### config.mk
export PLATFORM = sky130hd
export DESIGN_NAME = hdmi_timing_gen
export DESIGN_NICKNAME = d
export VERILOG_FILES = /design/src/rtl/hdmi_timing_gen.sv
export SDC_FILE = /design/constraint.sdc
export NUM_CORES = 1
export LEC_CHECK = 0
export BUFFER_PORTS_ARGS = -buffer_cell sky130_fd_sc_hd__buf_2
export CORE_UTILIZATION = 40
export DETAILED_ROUTE_END_ITERATION = 7
export GPL_TIMING_DRIVEN = 0
export HOLD_SLACK_MARGIN = 0.05
export PLACE_DENSITY = 0.72
export SKIP_LAST_GASP = 1
export SLEW_MARGIN = 25
export SYNTH_ARGS = -nofsm -noshare
export SYNTH_HDL_FRONTEND = slang
export SYNTH_SLANG_ARGS = --single-unit
### constraint.sdc
create_clock -name hdmi_clk -period 2.89 [get_ports hdmi_clk]
set_clock_uncertainty 0.2 [all_clocks]
set_input_delay 0.289 -clock hdmi_clk [delete_from_list [all_inputs] [get_ports hdmi_clk]]
set_output_delay 0.289 -clock hdmi_clk [all_outputs]
set_load 0.005 [all_outputs]
### src/rtl/hdmi_timing_gen.sv
// hdmi_timing_gen
//   Video timing generator feeding the HDMI line buffer (256->16 unpacker).
//   Produces hdmi_Pre_de / hdmi_Pre_hsync / hdmi_Pre_vsync for the buffer.
//   A run is only started once the buffer reports itself primed
//   (hdmi_start), and a run always begins and ends on a whole-frame
//   boundary so the buffer never sees a partial frame.
//
//   Optional feature macro: HDMI_TG_PATTERN_EN
//     defined   -> pattern_data carries 8 vertical RGB565 colour bars
//     undefined -> pattern_data is tied to 16'h0000, no bar logic
//
// Ports
//   hdmi_clk        in   1      pixel clock
//   sync_rst        in   1      synchronous reset, active-high
//   tg_en           in   1      run request (level)
//   hdmi_start      in   1      line buffer primed (level)
//   hdmi_Pre_de     out  1      active video
//   hdmi_Pre_hsync  out  1      horizontal sync, HS_POL when active
//   hdmi_Pre_vsync  out  1      vertical sync, VS_POL when active
//   frame_start     out  1      single-cycle pulse on the first cycle of a frame
//   pix_x           out  CNT_W  active column, 0 when de=0
//   pix_y           out  CNT_W  active row, 0 when de=0
//   tg_busy         out  1      1 while in ARM/RUN/DRAIN
//   pattern_data    out  16     RGB565 test pattern, 0 when de=0
//
// Pipeline: counters/FSM (p0) -> registered output decode (p1).
// Every output carries exactly one clock of latency from the counters.

module hdmi_timing_gen #(
  parameter int H_ACTIVE = 1920,
  parameter int H_FP     = 88,
  parameter int H_SYNC   = 44,
  parameter int H_BP     = 148,
  parameter int V_ACTIVE = 1080,
  parameter int V_FP     = 4,
  parameter int V_SYNC   = 5,
  parameter int V_BP     = 36,
  parameter bit HS_POL   = 1'b1,
  parameter bit VS_POL   = 1'b1,
  parameter int CNT_W    = 12
) (
  input  logic             hdmi_clk,
  input  logic             sync_rst,
  input  logic             tg_en,
  input  logic             hdmi_start,
  output logic             hdmi_Pre_de,
  output logic             hdmi_Pre_hsync,
  output logic             hdmi_Pre_vsync,
  output logic             frame_start,
  output logic [CNT_W-1:0] pix_x,
  output logic [CNT_W-1:0] pix_y,
  output logic             tg_busy,
  output logic [15:0]      pattern_data
);

  localparam int H_TOTAL = H_SYNC + H_BP + H_ACTIVE + H_FP;
  localparam int V_TOTAL = V_SYNC + V_BP + V_ACTIVE + V_FP;

  localparam logic [CNT_W-1:0] H_LAST   = CNT_W'(H_TOTAL - 1);
  localparam logic [CNT_W-1:0] V_LAST   = CNT_W'(V_TOTAL - 1);
  localparam logic [CNT_W-1:0] H_SYNC_E = CNT_W'(H_SYNC);
  localparam logic [CNT_W-1:0] V_SYNC_E = CNT_W'(V_SYNC);
  localparam logic [CNT_W-1:0] H_ACT_S  = CNT_W'(H_SYNC + H_BP);
  localparam logic [CNT_W-1:0] H_ACT_E  = CNT_W'(H_SYNC + H_BP + H_ACTIVE);
  localparam logic [CNT_W-1:0] V_ACT_S  = CNT_W'(V_SYNC + V_BP);
  localparam logic [CNT_W-1:0] V_ACT_E  = CNT_W'(V_SYNC + V_BP + V_ACTIVE);

  typedef enum logic [1:0] {
    IDLE  = 2'd0,
    ARM   = 2'd1,
    RUN   = 2'd2,
    DRAIN = 2'd3
  } state_t;

  // ---------------------------------------------------------------
  // Stage p0: FSM and h/v counters
  // ---------------------------------------------------------------
  state_t           r_state_p0;
  logic [CNT_W-1:0] r_h_cnt_p0;
  logic [CNT_W-1:0] r_v_cnt_p0;
  logic             r_busy_p0;

  logic             w_run;
  logic             w_h_last;
  logic             w_v_last;
  logic [CNT_W-1:0] w_h_next;
  logic [CNT_W-1:0] w_v_next;
  logic             w_de;

  assign w_run    = (r_state_p0 == RUN) || (r_state_p0 == DRAIN);
  assign w_h_last = (r_h_cnt_p0 == H_LAST);
  assign w_v_last = (r_v_cnt_p0 == V_LAST);
  assign w_h_next = w_h_last ? '0 : r_h_cnt_p0 + CNT_W'(1);
  assign w_v_next = !w_h_last ? r_v_cnt_p0 :
                    (w_v_last ? '0 : r_v_cnt_p0 + CNT_W'(1));

  assign w_de = (r_h_cnt_p0 >= H_ACT_S) && (r_h_cnt_p0 < H_ACT_E) &&
                (r_v_cnt_p0 >= V_ACT_S) && (r_v_cnt_p0 < V_ACT_E);

  // tg_busy is driven from the next state so it tracks the state itself.
  always_ff @(posedge hdmi_clk) begin
    if (sync_rst) begin
      r_state_p0 <= IDLE;
      r_h_cnt_p0 <= '0;
      r_v_cnt_p0 <= '0;
      r_busy_p0  <= 1'b0;
    end else begin
      case (r_state_p0)
        IDLE: begin
          r_h_cnt_p0 <= '0;
          r_v_cnt_p0 <= '0;
          if (tg_en) begin
            r_state_p0 <= ARM;
            r_busy_p0  <= 1'b1;
          end else begin
            r_busy_p0  <= 1'b0;
          end
        end
        ARM: begin
          r_h_cnt_p0 <= '0;
          r_v_cnt_p0 <= '0;
          if (!tg_en) begin
            r_state_p0 <= IDLE;
            r_busy_p0  <= 1'b0;
          end else begin
            if (hdmi_start) r_state_p0 <= RUN;
            r_busy_p0 <= 1'b1;
          end
        end
        RUN: begin
          r_h_cnt_p0 <= w_h_next;
          r_v_cnt_p0 <= w_v_next;
          r_busy_p0  <= 1'b1;
          if (!tg_en) r_state_p0 <= DRAIN;
        end
        DRAIN: begin
          r_h_cnt_p0 <= w_h_next;
          r_v_cnt_p0 <= w_v_next;
          // A renewed run request wins over the end-of-frame exit.
          if (tg_en) begin
            r_state_p0 <= RUN;
            r_busy_p0  <= 1'b1;
          end else if (w_h_last && w_v_last) begin
            r_state_p0 <= IDLE;
            r_busy_p0  <= 1'b0;
          end else begin
            r_busy_p0  <= 1'b1;
          end
        end
        default: begin
          r_state_p0 <= IDLE;
          r_h_cnt_p0 <= '0;
          r_v_cnt_p0 <= '0;
          r_busy_p0  <= 1'b0;
        end
      endcase
    end
  end

`ifdef HDMI_TG_PATTERN_EN
  // Bar tracking runs beside the counters so no divider is needed:
  // r_bar_x_p0 counts pixels inside the current bar, r_bar_i_p0 is the
  // bar index valid for the current h count. Index saturates at 8
  // (black) for any remainder pixels when H_ACTIVE is not a multiple of 8.
  localparam logic [CNT_W-1:0] BAR_LAST = CNT_W'(H_ACTIVE / 8 - 1);

  logic [CNT_W-1:0] r_bar_x_p0;
  logic [3:0]       r_bar_i_p0;
  logic [CNT_W-1:0] w_h_adv;
  logic [15:0]      w_pat;
  logic [15:0]      r_pattern_p1;

  function automatic logic [15:0] bar_colour(input logic [3:0] idx);
    logic [15:0] c;
    case (idx)
      4'd0:    c = 16'hFFFF;
      4'd1:    c = 16'hFFE0;
      4'd2:    c = 16'h07FF;
      4'd3:    c = 16'h07E0;
      4'd4:    c = 16'hF81F;
      4'd5:    c = 16'hF800;
      4'd6:    c = 16'h001F;
      default: c = 16'h0000;
    endcase
    return c;
  endfunction

  // Value the h counter takes after this edge.
  assign w_h_adv = (sync_rst || !w_run) ? '0 : w_h_next;
  assign w_pat   = (w_run && w_de) ? bar_colour(r_bar_i_p0) : 16'h0000;

  always_ff @(posedge hdmi_clk) begin
    if (w_h_adv == H_ACT_S) begin
      r_bar_x_p0 <= '0;
      r_bar_i_p0 <= 4'd0;
    end else if (r_bar_x_p0 == BAR_LAST) begin
      r_bar_x_p0 <= '0;
      if (r_bar_i_p0 != 4'd8) r_bar_i_p0 <= r_bar_i_p0 + 4'd1;
    end else begin
      r_bar_x_p0 <= r_bar_x_p0 + CNT_W'(1);
    end
  end

  always_ff @(posedge hdmi_clk) begin
    if (sync_rst) r_pattern_p1 <= 16'h0000;
    else          r_pattern_p1 <= w_pat;
  end

  assign pattern_data = r_pattern_p1;
`else
  assign pattern_data = 16'h0000;
`endif

  // ---------------------------------------------------------------
  // Stage p1: registered output decode
  // ---------------------------------------------------------------
  logic             r_de_p1;
  logic             r_hsync_p1;
  logic             r_vsync_p1;
  logic             r_fstart_p1;
  logic [CNT_W-1:0] r_pix_x_p1;
  logic [CNT_W-1:0] r_pix_y_p1;

  always_ff @(posedge hdmi_clk) begin
    if (sync_rst) begin
      r_de_p1     <= 1'b0;
      r_hsync_p1  <= ~HS_POL;
      r_vsync_p1  <= ~VS_POL;
      r_fstart_p1 <= 1'b0;
      r_pix_x_p1  <= '0;
      r_pix_y_p1  <= '0;
    end else begin
      r_de_p1     <= w_run && w_de;
      r_hsync_p1  <= (w_run && (r_h_cnt_p0 < H_SYNC_E)) ? HS_POL : ~HS_POL;
      r_vsync_p1  <= (w_run && (r_v_cnt_p0 < V_SYNC_E)) ? VS_POL : ~VS_POL;
      r_fstart_p1 <= w_run && (r_h_cnt_p0 == '0) && (r_v_cnt_p0 == '0);
      r_pix_x_p1  <= (w_run && w_de) ? r_h_cnt_p0 - H_ACT_S : '0;
      r_pix_y_p1  <= (w_run && w_de) ? r_v_cnt_p0 - V_ACT_S : '0;
    end
  end

  assign hdmi_Pre_de    = r_de_p1;
  assign hdmi_Pre_hsync = r_hsync_p1;
  assign hdmi_Pre_vsync = r_vsync_p1;
  assign frame_start    = r_fstart_p1;
  assign pix_x          = r_pix_x_p1;
  assign pix_y          = r_pix_y_p1;
  assign tg_busy        = r_busy_p0;

endmodule

==> qor.csv <==
stage;metric;value;unit
outcome;outcome;complete, no violations;
setup_path;Setup crit start kind;register;
final_layout;area of the multi-input gates;1340;um2
route;Vias/cell;5.10;
timing;Rel. slew slack;0.434;
clocking;H-tree depth;2;
final_layout;Post-Route Utilization;0.483;
placement;HPWL Detailed;4.06;mm
clocking;Clock Tree Buf Depth;2;
global_routing;first-pass GRT wire length;9.49;mm
clocking;CTS Buf Count;5;
timing;final setup violation count;0;
die;die height;83.3;um
placement;dpl cells;441;
power;Leakage Power;1.29;nW
setup_path;crit path kind;register to register;
logic_synthesis;YS warnings;0;
min_path;worst hold path type;input pin to register;
setup_path;CP max FO;10;
final_layout;# fillers;627;
logic_synthesis;share of flip-flops with an asynchronous set or reset;0;
timing;Hold Violations, Final;0;
logic_synthesis;Post-synth EDFFs;0;
logic_synthesis;Post-Synthesis Cell Area;2640;um2
timing;fmax;368;MHz
route;DRT Wirelength;5.78;mm
placement;Port Buffer Count;31;
clocking;cts repair resizes;0;
final_layout;Storage cell area;1100;um2
power;Power Dens Cells;441;nW/um2
final_layout;area grow syn2layout;16.1;%
timing;Post-Route Setup TNS;0;ns
logic_synthesis;Synth Area per Inst;8.31;um2
power;Max VDD drop;0.290;mV
die;IO Count;49;
flow_run;max-cap viol count;0;
route;WL/cell;12.9;um
timing;final period demand of the worst path;2.72;ns
logic_synthesis;Mapped Cells;318;
global_routing;total gr overflow;0;
clocking;Root Buffer;clkbuf_8;
clocking;CTS tree;yes;
die;die area;6940;um2
clocking;CTS clk-pin slew, worst paths;0.10;ns
clocking;Worst-Skew Late Latency;0.31;ns
power;total power;1.35;mW
timing;post-route clock period utilization;0.941;
clocking;Post-CTS Setup Bufs;0;
setup_path;Worst EP arrival;2.76;ns
min_path;hold depth;3;
logic_synthesis;register area share after synthesis;0.417;
clocking;# hold bufs at CTS;0;
logic_synthesis;dominant cells by area after synthesis;dfxtp_1 (42%), nor2_1 (7.0%), buf_4 (4.8%);
clocking;CTS Sinks;55;
final_layout;share of cells above drive strength 1;0.175;
route;Post-DRT Antenna Nets;0;
final_layout;post-layout net count;384;
final_layout;Antenna Cells;0;
die;overall die width;83.3;um
die;initial core utilization;0.416;
global_routing;initial antenna violation count;0;
route;Post-route DRC;0;
timing;RSZ-0062 raised after global routing;no;
global_routing;total track usage;0.167;
die;Core Area;6350;um2
timing;post-route setup slack;0.170;ns
logic_synthesis;Synth top area share;0.417;
timing;max-slew violations;0;
timing;Worst Tran Pin Value;0.843;ns
final_layout;Non-Filler Instances;448;
logic_synthesis;Cell variety after synth;44;
global_routing;pin count of the biggest net entering global routing;18;
setup_path;number of cells on the worst reg-to-reg path;7;
logic_synthesis;Primary FF master, synth;dfxtp_1;
route;DRT Pass-1 Iters;5;
route;vias;2284;
logic_synthesis;post-synthesis sequential element count;55;
setup_path;Worst setup EP type;register;
global_routing;number of global-route vias before repair;2032;
placement;Placement Setup Slack;0.150;ns
die;row count;29;
logic_synthesis;area leader, netlist;dfxtp_1;
placement;RePlAce Congestion;0.835;
route;Iter 0 DRT Violations;221;
setup_path;CP Data Required Time;2.93;ns
-- per-stage QoR --
stage	area (um2)	hold WS, ns
after floorplan	2700	0.241
after global placement	2950	0.265
final	3070	0.0816
after CTS	3070	0.0786
after detailed placement	2950	0.271
after global routing	3070	0.0996
-- critical path, cell delays in order, from the launching register on --
cell and delay [ns]:
dfxtp_1 0.42, ha_1 0.34, or4bb_1 0.45, or3_4 0.43, buf_2 0.21, nor2_1 0.30, nand2_1 0.12, a21oi_1 0.17
-- final cells by class --
cell class | instances | share of cell area
clock buffers | 6 | 0.0269
repair buffers | 31 | 0.0506
clock inverters | 2 | 0.0126
plain buffers | 33 | 0.0644
well taps | 77 | 0.0314
inverters | 14 | 0.0171
multi-input cells | 230 | 0.438
flip-flops and latches | 55 | 0.359
-- logic make-up (layout without fill, tap and decap cells) --
family / count (synthesis) / after routing / share of synthesized area
buf+inv: 48 / 86 / 0.0961
other cells: 1 / 16 / 0.00142
flops: 55 / 55 / 0.417
mux: 1 / 1 / 0.00379
simple gates: 137 / 137 / 0.266
compound gates: 48 / 48 / 0.109
fa+ha+maj: 10 / 10 / 0.0473
xor+xnor: 18 / 18 / 0.0597
-- cells in the final DEF, fill, tap and decap left out, drive strengths merged, types with 10 or more instances in the layout --
master / count
a21oi: 21
buf: 51
clkbuf: 19
conb: 16
dfxtp: 55
ha: 10
inv: 15
nand2: 16
nand3: 13
nor2: 49
nor3: 14
o21ai: 13
or3: 10
-- per-layer routing --
metal  vias up  track usage  routed length, um
met5         -            0                  0
met4         0       0.0596                 92
met3        11       0.0388                417
met2       106        0.266               2630
met1      1017        0.221               2640
li1       1150            -                  -
-- state kept, by name, indices dropped and copies added, names as in the netlist, named ones only --
name	flops
frame_start	1
hdmi_Pre_de	1
hdmi_Pre_hsync	1
hdmi_Pre_vsync	1
pix_x	12
pix_y	12
r_h_cnt_p0	12
r_state_p0	1
r_v_cnt_p0	12
tg_busy	1
-- cell usage after synthesis (2+ instances only) --
master	instances
xnor2_1	9
o21a_1	3
and4_1	2
o31a_1	2
nand2b_1	3
xor2_1	9
nor2_1	49
and3_1	4
dfxtp_1	55
nand3_1	13
nor3_1	14
nand3b_1	3
a31oi_1	3
buf_2	2
or3_1	9
nand2_1	16
nor2b_1	2
or4_1	2
clkbuf_1	14
o21ai_0	12
ha_1	10
inv_1	14
buf_4	17
o31ai_2	2
or4bb_1	2
nand4_1	4
nor4_1	6
a21oi_1	21
-- where the power goes --
part	switching [mW]	internal, mW
Sequential	0.00296	0.762
Clock	0.256	0.285
Combinational	0.0241	0.0237
Total	0.283	1.07
-- worst paths after layout --
check / startpoint / to / slack (ns)
max reg2reg: r_h_cnt_p0[0] / r_v_cnt_p0[4] / 0.17
min: hdmi_start / r_state_p0[0] / 0.08
min reg2reg: r_h_cnt_p0[0] / r_h_cnt_p0[0] / 0.30
max: r_h_cnt_p0[0] / r_v_cnt_p0[4] / 0.17
Note: power is estimated with default switching activity, not from simulation.
